==> src/rtl/reg_bus_reader_pkg.sv <==
// Shared constants for the register/bus fabric: default sizes, state encoding
// and the source codes reported on src_id.
package reg_bus_reader_pkg;

    localparam int WIDTH_DEF = 16;
    localparam int NREGS_DEF = 8;

    typedef enum logic {
        IDLE = 1'b0,
        HOLD = 1'b1
    } state_e;

    localparam logic [3:0] SRC_DIN  = 4'd8;
    localparam logic [3:0] SRC_G    = 4'd9;
    localparam logic [3:0] SRC_NONE = 4'd15;

endpackage

==> src/rtl/reg_bus_reader_if.sv <==
// Bus/handshake bundle between the register fabric and the bus reader.
// bus_par exists only when REG_BUS_READER_PARITY_EN is defined.
interface reg_bus_reader_if
    import reg_bus_reader_pkg::*;
#(
    parameter int WIDTH = WIDTH_DEF,
    parameter int NREGS = NREGS_DEF
);
    logic [NREGS*WIDTH-1:0] Rdata;
    logic [WIDTH-1:0]       DIN;
    logic [WIDTH-1:0]       G;
    logic [NREGS-1:0]       Rout;
    logic                   DINout;
    logic                   Gout;
    logic                   rd_req;
    logic                   rd_ack;
    logic [WIDTH-1:0]       BusWires;
    logic                   bus_valid;
    logic                   bus_err;
    logic [3:0]             src_id;
`ifdef REG_BUS_READER_PARITY_EN
    logic                   bus_par;
`endif

    modport master (
        output Rdata, DIN, G, Rout, DINout, Gout, rd_req, rd_ack,
        input  BusWires, bus_valid, bus_err, src_id
`ifdef REG_BUS_READER_PARITY_EN
        , input bus_par
`endif
    );

    modport slave (
        input  Rdata, DIN, G, Rout, DINout, Gout, rd_req, rd_ack,
        output BusWires, bus_valid, bus_err, src_id
`ifdef REG_BUS_READER_PARITY_EN
        , output bus_par
`endif
    );

endinterface

==> src/rtl/reg_bus_reader_bus_src_sel.sv <==
// Combinational source mux: picks the source named by the one-hot select,
// encodes its src_id and reports whether the select is legal (exactly one bit).
module bus_src_sel
    import reg_bus_reader_pkg::*;
#(
    parameter int WIDTH = WIDTH_DEF,
    parameter int NREGS = NREGS_DEF
) (
    input  logic [NREGS+1:0]       sel,
    input  logic [NREGS*WIDTH-1:0] rdata,
    input  logic [WIDTH-1:0]       din,
    input  logic [WIDTH-1:0]       g,
    output logic [WIDTH-1:0]       data,
    output logic [3:0]             id,
    output logic                   legal
);

    logic [WIDTH-1:0] masked [NREGS+2];

    generate
        for (genvar gi = 0; gi < NREGS; gi++) begin : g_reg_mask
            assign masked[gi] = sel[gi] ? rdata[gi*WIDTH +: WIDTH] : '0;
        end
    endgenerate

    assign masked[NREGS]   = sel[NREGS]   ? din : '0;
    assign masked[NREGS+1] = sel[NREGS+1] ? g   : '0;

    // AND-OR mux; only meaningful when legal, which the caller checks.
    always_comb begin
        data = '0;
        id   = SRC_NONE;
        for (int k = 0; k < NREGS + 2; k++) begin
            data = data | masked[k];
            if (sel[k]) begin
                if (k == NREGS)
                    id = SRC_DIN;
                else if (k == NREGS + 1)
                    id = SRC_G;
                else
                    id = 4'(k);
            end
        end
    end

    assign legal = ($countones(sel) == 1);

endmodule

==> src/rtl/reg_bus_reader.sv <==
// Read side of the register/bus fabric: captures the selected source on the
// rising edge and holds it under req/ack. Optional REG_BUS_READER_PARITY_EN adds bus_par.
module reg_bus_reader
    import reg_bus_reader_pkg::*;
#(
    parameter int WIDTH = WIDTH_DEF,
    parameter int NREGS = NREGS_DEF
) (
    input  logic            Clock,
    input  logic            Resetn,
    reg_bus_reader_if.slave bus
);

    logic [NREGS+1:0] sel;
    logic [WIDTH-1:0] sel_data;
    logic [3:0]       sel_id;
    logic             sel_legal;

    state_e           state_q, state_d;
    logic [WIDTH-1:0] bus_q, bus_d;
    logic [3:0]       src_q, src_d;
    logic             valid_q, valid_d;
    logic             err_q, err_d;
`ifdef REG_BUS_READER_PARITY_EN
    logic             par_q, par_d;
`endif

    assign sel = {bus.Gout, bus.DINout, bus.Rout};

    bus_src_sel #(
        .WIDTH (WIDTH),
        .NREGS (NREGS)
    ) u_src_sel (
        .sel   (sel),
        .rdata (bus.Rdata),
        .din   (bus.DIN),
        .g     (bus.G),
        .data  (sel_data),
        .id    (sel_id),
        .legal (sel_legal)
    );

    // Reset is active-high despite the port name, matching the register blocks.
    always_ff @(posedge Clock or posedge Resetn) begin
        if (Resetn) begin
            state_q <= IDLE;
            bus_q   <= '0;
            src_q   <= SRC_NONE;
            valid_q <= 1'b0;
            err_q   <= 1'b0;
`ifdef REG_BUS_READER_PARITY_EN
            par_q   <= 1'b0;
`endif
        end else begin
            state_q <= state_d;
            bus_q   <= bus_d;
            src_q   <= src_d;
            valid_q <= valid_d;
            err_q   <= err_d;
`ifdef REG_BUS_READER_PARITY_EN
            par_q   <= par_d;
`endif
        end
    end

    always_comb begin
        state_d = state_q;
        case (state_q)
            IDLE:    if (bus.rd_req && sel_legal) state_d = HOLD;
            HOLD:    if (bus.rd_ack) state_d = IDLE;
            default: state_d = IDLE;
        endcase
    end

    // Ack in HOLD takes priority; a simultaneous request waits for IDLE.
    always_comb begin
        bus_d   = bus_q;
        src_d   = src_q;
        valid_d = valid_q;
        err_d   = 1'b0;
`ifdef REG_BUS_READER_PARITY_EN
        par_d   = par_q;
`endif
        case (state_q)
            IDLE: begin
                valid_d = 1'b0;
                if (bus.rd_req) begin
                    if (sel_legal) begin
                        bus_d   = sel_data;
                        src_d   = sel_id;
                        valid_d = 1'b1;
`ifdef REG_BUS_READER_PARITY_EN
                        par_d   = ^sel_data;
`endif
                    end else begin
                        err_d = 1'b1;
                    end
                end
            end
            HOLD: begin
                if (bus.rd_ack) begin
                    valid_d = 1'b0;
                    src_d   = SRC_NONE;
                end
            end
            default: ;
        endcase
    end

    assign bus.BusWires  = bus_q;
    assign bus.src_id    = src_q;
    assign bus.bus_valid = valid_q;
    assign bus.bus_err   = err_q;
`ifdef REG_BUS_READER_PARITY_EN
    assign bus.bus_par   = par_q;
`endif

endmodule
==> src/flat_wrapper.sv <==
// flat-port wrapper written by rule: the top's interface ports become plain ports
module reg_bus_reader_flat import reg_bus_reader_pkg::*;
#(
    parameter int WIDTH = WIDTH_DEF,
    parameter int NREGS = NREGS_DEF
)
  (Clock, Resetn, bus_Rdata, bus_DIN, bus_G, bus_Rout, bus_DINout, bus_Gout, bus_rd_req, bus_rd_ack, bus_BusWires, bus_bus_valid, bus_bus_err, bus_src_id);
  reg_bus_reader_if #(.WIDTH(WIDTH), .NREGS(NREGS)) bus_i ();
  input  logic Clock;
  input  logic Resetn;
  input wire logic [$bits(bus_i.Rdata)-1:0] bus_Rdata;
  input wire logic [$bits(bus_i.DIN)-1:0] bus_DIN;
  input wire logic [$bits(bus_i.G)-1:0] bus_G;
  input wire logic [$bits(bus_i.Rout)-1:0] bus_Rout;
  input wire logic [$bits(bus_i.DINout)-1:0] bus_DINout;
  input wire logic [$bits(bus_i.Gout)-1:0] bus_Gout;
  input wire logic [$bits(bus_i.rd_req)-1:0] bus_rd_req;
  input wire logic [$bits(bus_i.rd_ack)-1:0] bus_rd_ack;
  output wire logic [$bits(bus_i.BusWires)-1:0] bus_BusWires;
  output wire logic [$bits(bus_i.bus_valid)-1:0] bus_bus_valid;
  output wire logic [$bits(bus_i.bus_err)-1:0] bus_bus_err;
  output wire logic [$bits(bus_i.src_id)-1:0] bus_src_id;
  assign bus_i.Rdata = bus_Rdata;
  assign bus_i.DIN = bus_DIN;
  assign bus_i.G = bus_G;
  assign bus_i.Rout = bus_Rout;
  assign bus_i.DINout = bus_DINout;
  assign bus_i.Gout = bus_Gout;
  assign bus_i.rd_req = bus_rd_req;
  assign bus_i.rd_ack = bus_rd_ack;
  assign bus_BusWires = bus_i.BusWires;
  assign bus_bus_valid = bus_i.bus_valid;
  assign bus_bus_err = bus_i.bus_err;
  assign bus_src_id = bus_i.src_id;
  reg_bus_reader #(.WIDTH(WIDTH), .NREGS(NREGS)) u_core (.Clock(Clock), .Resetn(Resetn), .bus(bus_i));
endmodule
==> config.mk <==
export PLATFORM = sky130hd
export DESIGN_NAME = reg_bus_reader_flat
export DESIGN_NICKNAME = d
export VERILOG_FILES = /design/src/rtl/reg_bus_reader_pkg.sv /design/src/rtl/reg_bus_reader_if.sv /design/src/rtl/reg_bus_reader_bus_src_sel.sv /design/src/rtl/reg_bus_reader.sv /design/src/flat_wrapper.sv
export SDC_FILE = /design/constraint.sdc
export NUM_CORES = 1
export LEC_CHECK = 0
export ABC_AREA = 1
export ABC_CLOCK_PERIOD_IN_PS = 1400
export BUFFER_PORTS_ARGS = -buffer_cell sky130_fd_sc_hd__buf_2
export CAP_MARGIN = 20
export CORE_MARGIN = 10
export CORE_UTILIZATION = 41
export CTS_BUF_LIST = sky130_fd_sc_hd__clkbuf_4 sky130_fd_sc_hd__clkbuf_8
export DETAILED_ROUTE_END_ITERATION = 6
export PLACE_DENSITY = 0.84
export REMOVE_ABC_BUFFERS = 1
export SYNTH_ARGS = -nofsm -noshare
export SYNTH_HDL_FRONTEND = slang
export SYNTH_HIERARCHICAL = 1
export SYNTH_SLANG_ARGS = --single-unit
==> constraint.sdc <==
create_clock -name Clock -period 1.4 [get_ports Clock]
set_input_delay 0.14 -clock Clock [delete_from_list [all_inputs] [get_ports Clock]]
set_output_delay 0.14 -clock Clock [all_outputs]
set_load 0.02 [all_outputs]
# ---- Yosys cells after proc, flatten, opt, wreduce, memory -nomap -nowiden
# Cells that the tools add are included.
dict set report op_classes {
  bitwise_logic 10
  reduce_logical 3
  n_eq_ne 4
  muxes 34
  add_sub_neg 9
}
# op n
set op_table {}
lappend op_table {{$mux W16} 10}
lappend op_table {{$or A16 B16 Y16} 9}
lappend op_table {{$mux W4} 13}
lappend op_table {{$add A1 B1 Y2} 5}
lappend op_table {{$mux W1} 8}
lappend op_table {{$pmux W4 S2} 1}
lappend op_table {{$add A2 B2 Y3} 2}
lappend op_table {{$reduce_and A3 Y1} 2}
lappend op_table {{$add A4 B2 Y5} 1}
lappend op_table {{$eq A5 B1 Y1 const B} 1}
lappend op_table {{$add A3 B3 Y4} 1}
lappend op_table {{$ne A2 B2 Y1 const B} 2}
lappend op_table {{$pmux W1 S2} 2}
lappend op_table {{$ne A2 B1 Y1 const B} 1}
lappend op_table {{$logic_and A1 B1 Y1} 1}
lappend op_table {{$not A1 Y1} 1}
dict set report totals {
  out_inout_bits 22
  inputBits 174
  word_cells 65
  ff_bits 23
}

# ---- Depth between registers and ports, before layout
dict set report logic_depth {
  word_depth 13
  depth_mapped 16
  mapped_depth_nobuf 15
}

# ---- By module
# Netlist, hierarchy kept.
# mod seq_area_each_um2 cells_per_inst instances area_each_um2
set modules_own_cells {}
lappend modules_own_cells {bus_src_sel 0.0 279 1 1621.6}
lappend modules_own_cells {reg_bus_reader 580.6 102 1 938.4}

# ---- Least setup slack after synthesis
# No wires, ideal clock.
dict set report synth_path {
  path_kind {input port to flip-flop}
  start {input bus_Rout[5]}
  end {register u_core.src_q[0], in the netlist u_core/bus.src_id[0]}
  setup_ps 76
  path_buffers 2
  arrival_time_ps 3107
  stages 15
  slack_ps -1782
  required_ps 1324
  path_cell_list {fa_1 -> fa_1 -> inv_1 -> fa_1 -> inv_1 -> ha_1 -> inv_1 -> fa_1 -> o211ai_1 -> a21oi_1 -> nand3_2 -> buf_6 -> buf_6 -> nand3_1 -> nand2_1}
}
dict set report synth_between {
  elab_cells_between_ends 15
  cone_classes {add/sub: 4; eq/ne: 2; mux: 8; reduce/logical: 1}
}
# item line
set synth_rtl {}
lappend synth_rtl {{start: declaration} flat_wrapper.sv:14} ;# input wire logic [$bits(bus_i.Rout)-1:0] bus_Rout;
lappend synth_rtl {{$add A1 B1 Y2 (implied by the code)} reg_bus_reader_bus_src_sel.sv:46} ;# assign legal = ($countones(sel) == 1);
lappend synth_rtl {{$add A2 B2 Y3 (implied by the code)} reg_bus_reader_bus_src_sel.sv:46}
lappend synth_rtl {{$add A3 B3 Y4 (implied by the code)} reg_bus_reader_bus_src_sel.sv:46}
lappend synth_rtl {{$add A4 B2 Y5 (implied by the code)} reg_bus_reader_bus_src_sel.sv:46}
lappend synth_rtl {{$eq A5 B1 Y1} reg_bus_reader_bus_src_sel.sv:46}
lappend synth_rtl {{via u_core.sel_legal} reg_bus_reader.sv:17} ;# logic sel_legal;
lappend synth_rtl {{$ne A2 B1 Y1 (no line)} --}
lappend synth_rtl {{$reduce_and A3 Y1 (no line)} --}
lappend synth_rtl {{end signal: assignment} reg_bus_reader.sv:57} ;# src_q <= src_d;
lappend synth_rtl {{end: declaration} reg_bus_reader.sv:21} ;# logic [3:0] src_q, src_d;
# The timed path passes the listed nets, and every way through them passes these cells. The select of a mux whose other input is x is not followed.
# A chain may end at the register's enable or synchronous reset.

# ---- Final worst setup path
dict set report layout_path {
  start {input bus_Rout[7]}
  end {register u_core.src_q[3], in the netlist u_core/bus.src_id[3]}
}
# The elaborated chain is that of the path after synthesis.

==> key figures <==
STA
  – Final setup fails: 23
  – Worst-Margin Slew: 0.332 ns
  – Fmax: 320 MHz
  – Post-layout min period: 3.13 ns
  – Max Transition Viols Final: 0
  – Final period utilization: 223%
  – Slew headroom: 77.8%
  – Final hold violations: 0
  – Setup_tns: -38.47 ns
  – Setup Skew: 0.00188 ns
  – Final setup margin: -1.73 ns
  – RSZ-0062 raised after global routing: true

Critical path
  – Reg2reg path depth: 6
  – Arrival time at the worst endpoint: 3.31 ns
  – Crit-path most repeated cell: fa_1
  – Crit path largest cell delay: 0.53 ns
  – CP startpoint kind: input port
  – Critical path endpoint category: flop
  – Crit path cell chain: buf_8 > fa_1 > fa_1 > inv_1 > fa_1 > inv_1 > ha_2 > inv_2 > fa_1 > o211ai_1 > a21oi_2 > nand3_2 > buf_6 > buf_6 > nand3_2 > nand2_1
  – Setup Crit Path Kind: in2reg
  – Critical Path RT: 1.59 ns
  – Critical path's slowest cell: fa_1
  – Worst-path maximum fanout: 6

Drt
  – Via density: 5.02
  – Antenna Nets Post-Route: 0
  – DRC errors left: 0
  – Wire length per cell: 18.3 um
  – Routed wire length: 12.0 mm
  – Drt first pass iters: 5
  – Vias: 3,284
  – 1st-iter DRT viols: 233

Synth
  – Sequential-to-total area share from yosys stat: 22.7%
  – Async set or reset register ratio after synthesis: 100%
  – Most frequent cell after synthesis: nand2_1
  – Mean post-synth cell area: 6.72 um2
  – Post-synth cell types: 28
  – Mapped Cells: 381
  – Synth area leader: nand2_1
  – Area contributors post-synth: nand2_1 29%, dfrtp_1 19%, buf_6 7.0%
  – Top cell type's share of synthesized area: 28.6%
  – Post-synthesis register bit count: 23
  – Synth Warn #: 6
  – Post-synth EDFFs: 0
  – Cell area after synthesis: 2560 um2
  – Ys flop type: dfrtp_1
  – Post-synth top cells: 195 x nand2_1, 39 x inv_1, 19 x dfrtp_1

Floorplan
  – Die Area: 9800 um2
  – Core area: 5990 um2
  – Starting density of the core: 42.7%
  – Die X: 99.0 um
  – Row count: 28
  – Number of I/O pins: 196
  – Die height: 99.0 um

Global route
  – GRT overflow: 0
  – First-pass GRT wire length: 17.9 mm
  – Initial antenna violation count: 2
  – Vias in the first global route: 3,347
  – Largest net degree at the start of global routing: 33
  – Global Route Usage Sum: 22.5%

Clock tree
  – Clk_lat worst skew: 0.26 ns
  – Clock-pin slew on the worst setup and hold paths: 0.08 ns
  – Clk sink count: 23
  – H-tree depth: 1
  – TritonCTS clock tree: built
  – Clock tree buffer depth: 2
  – Root Buffer: clkbuf_8
  – Cts bufs inserted: 3

Status
  – Failing checks: setup timing
  – Outcome: finished with violations

Placement
  – DP HPWL: 10.1 mm
  – Port buffer count: 195
  – Placed Area: 3530 um2
  – Gp weighted congestion: 1.00

Cells and area
  – Nets: 762
  – Area Overhead vs Synth: 45.0%
  – Fillers: 561
  – Final Cell Area: 3710 um2
  – Layout cells sized above 1: 47.3%

Worst hold path
  – Hold Crit Depth: 3
  – Hold WC Path Type: in2reg

Power
  – Pwr dens: 1080 nW/um2
  – Peak supply drop: 1.19 mV
  – Pwr Total: 3.99 mW
  – Lkg Pwr: 2.31 nW

Job
  – MaxCap Viol Count: 0
[worst max-delay path, delay by kind of cell]
kind                     cells  cell delay [ns]
AO/OA/AOI/OAI                2             0.24
buffers and inverters        6             0.53
adder cells (fa/ha/maj)      5             2.14
AND/OR/NAND/NOR              3             0.25
[logic make-up after synthesis]
logic type,after synthesis,synth area share (%)
buffers and inverters,64,14.8
adders and majority gates,10,6.65
and+or+nand+nor,229,37.0
AOI/OAI and AO/OA,55,18.8
DFF,23,22.7
[flip-flops by register name (all words and copies together), names as in the netlist]
| name | flops |
|---|---|
| u_core/bus.bus_valid | 1 |
| u_core/bus.src_id | 4 |
| u_core/state_q | 1 |
| u_core/bus.BusWires | 16 |
| u_core/bus.bus_err | 1 |
[worst paths after layout]
| kind | from | to | slack [ns] |
|---|---|---|---|
| max in group asynchronous | Resetn | u_core/bus.src_id[0] | 0.67 |
| max | bus_Rout[7] | u_core/bus.src_id[3] | -1.73 |
| min | bus_rd_req | u_core/bus.bus_err | 0.13 |
| min in group asynchronous | Resetn | u_core/bus.BusWires[7] | 0.45 |
| max reg2reg | u_core/state_q | u_core/bus.src_id[3] | 0.31 |
| min reg2reg | u_core/bus.src_id[2] | u_core/bus.src_id[2] | 0.48 |
[where the power goes]
group	internal (mW)	switching, mW	total [mW]
sequential	1.03	0.205	1.24
combinational	0.975	1.39	2.36
clock	0.198	0.195	0.393
total	2.20	1.79	3.99
[placed cells by master, fill, tap and decap left out, types with 9 or more instances in the layout]
cell type / n
a221oi_2: 11
buf_2: 191
buf_4: 17
dfrtp_1: 19
inv_1: 38
nand2_1: 187
nor3_1: 9
o21ai_1: 13
[metal layers]
metal | wire length [um] | track usage, % | up-vias | part of all wire [%]
li1 | - | - | 1609 | -
met4 | 344 | 8.38 | 0 | 2.9
met1 | 4580 | 26.8 | 1485 | 38
met5 | 0 | 0 | - | 0
met2 | 6040 | 38.9 | 170 | 51
met3 | 989 | 4.40 | 20 | 8.3
[final cells by class]
class | count | area [um2] | share of cell area (%)
Timing Repair Buffer | 216 | 1180 | 31.9
Sequential cell | 23 | 581 | 15.6
Multi-Input combinational cell | 294 | 1650 | 44.5
Tap cell | 75 | 93.8 | 2.53
Inverter | 40 | 150 | 4.05
Clock buffer | 3 | 41.3 | 1.11
Antenna cell | 2 | 5.00 | 0.135
Clock inverter | 1 | 5.00 | 0.135
[per-stage QoR]
step	setup slack, ns	hold slack, ns	instances	utilization [%]
after floorplan	-2.06	0.139	357	-
after detailed placement	-2.09	0.183	643	59.0
final	-1.73	0.128	654	61.9
after CTS	-1.71	0.121	650	60.9
after global routing	-1.84	0.150	654	61.9
after global placement	-2.00	0.181	643	59.0
[what timing repair did]
action | CTS | global route
setup buffers | 2 | 2
pin swaps | 2 | 4
hold endpoints to repair | 19 | 0
hold buffers | 1 | 0
gates resized for setup | 13 | 20
setup endpoints to repair | 23 | 23
Note: power is estimated with default switching activity, not from simulation.
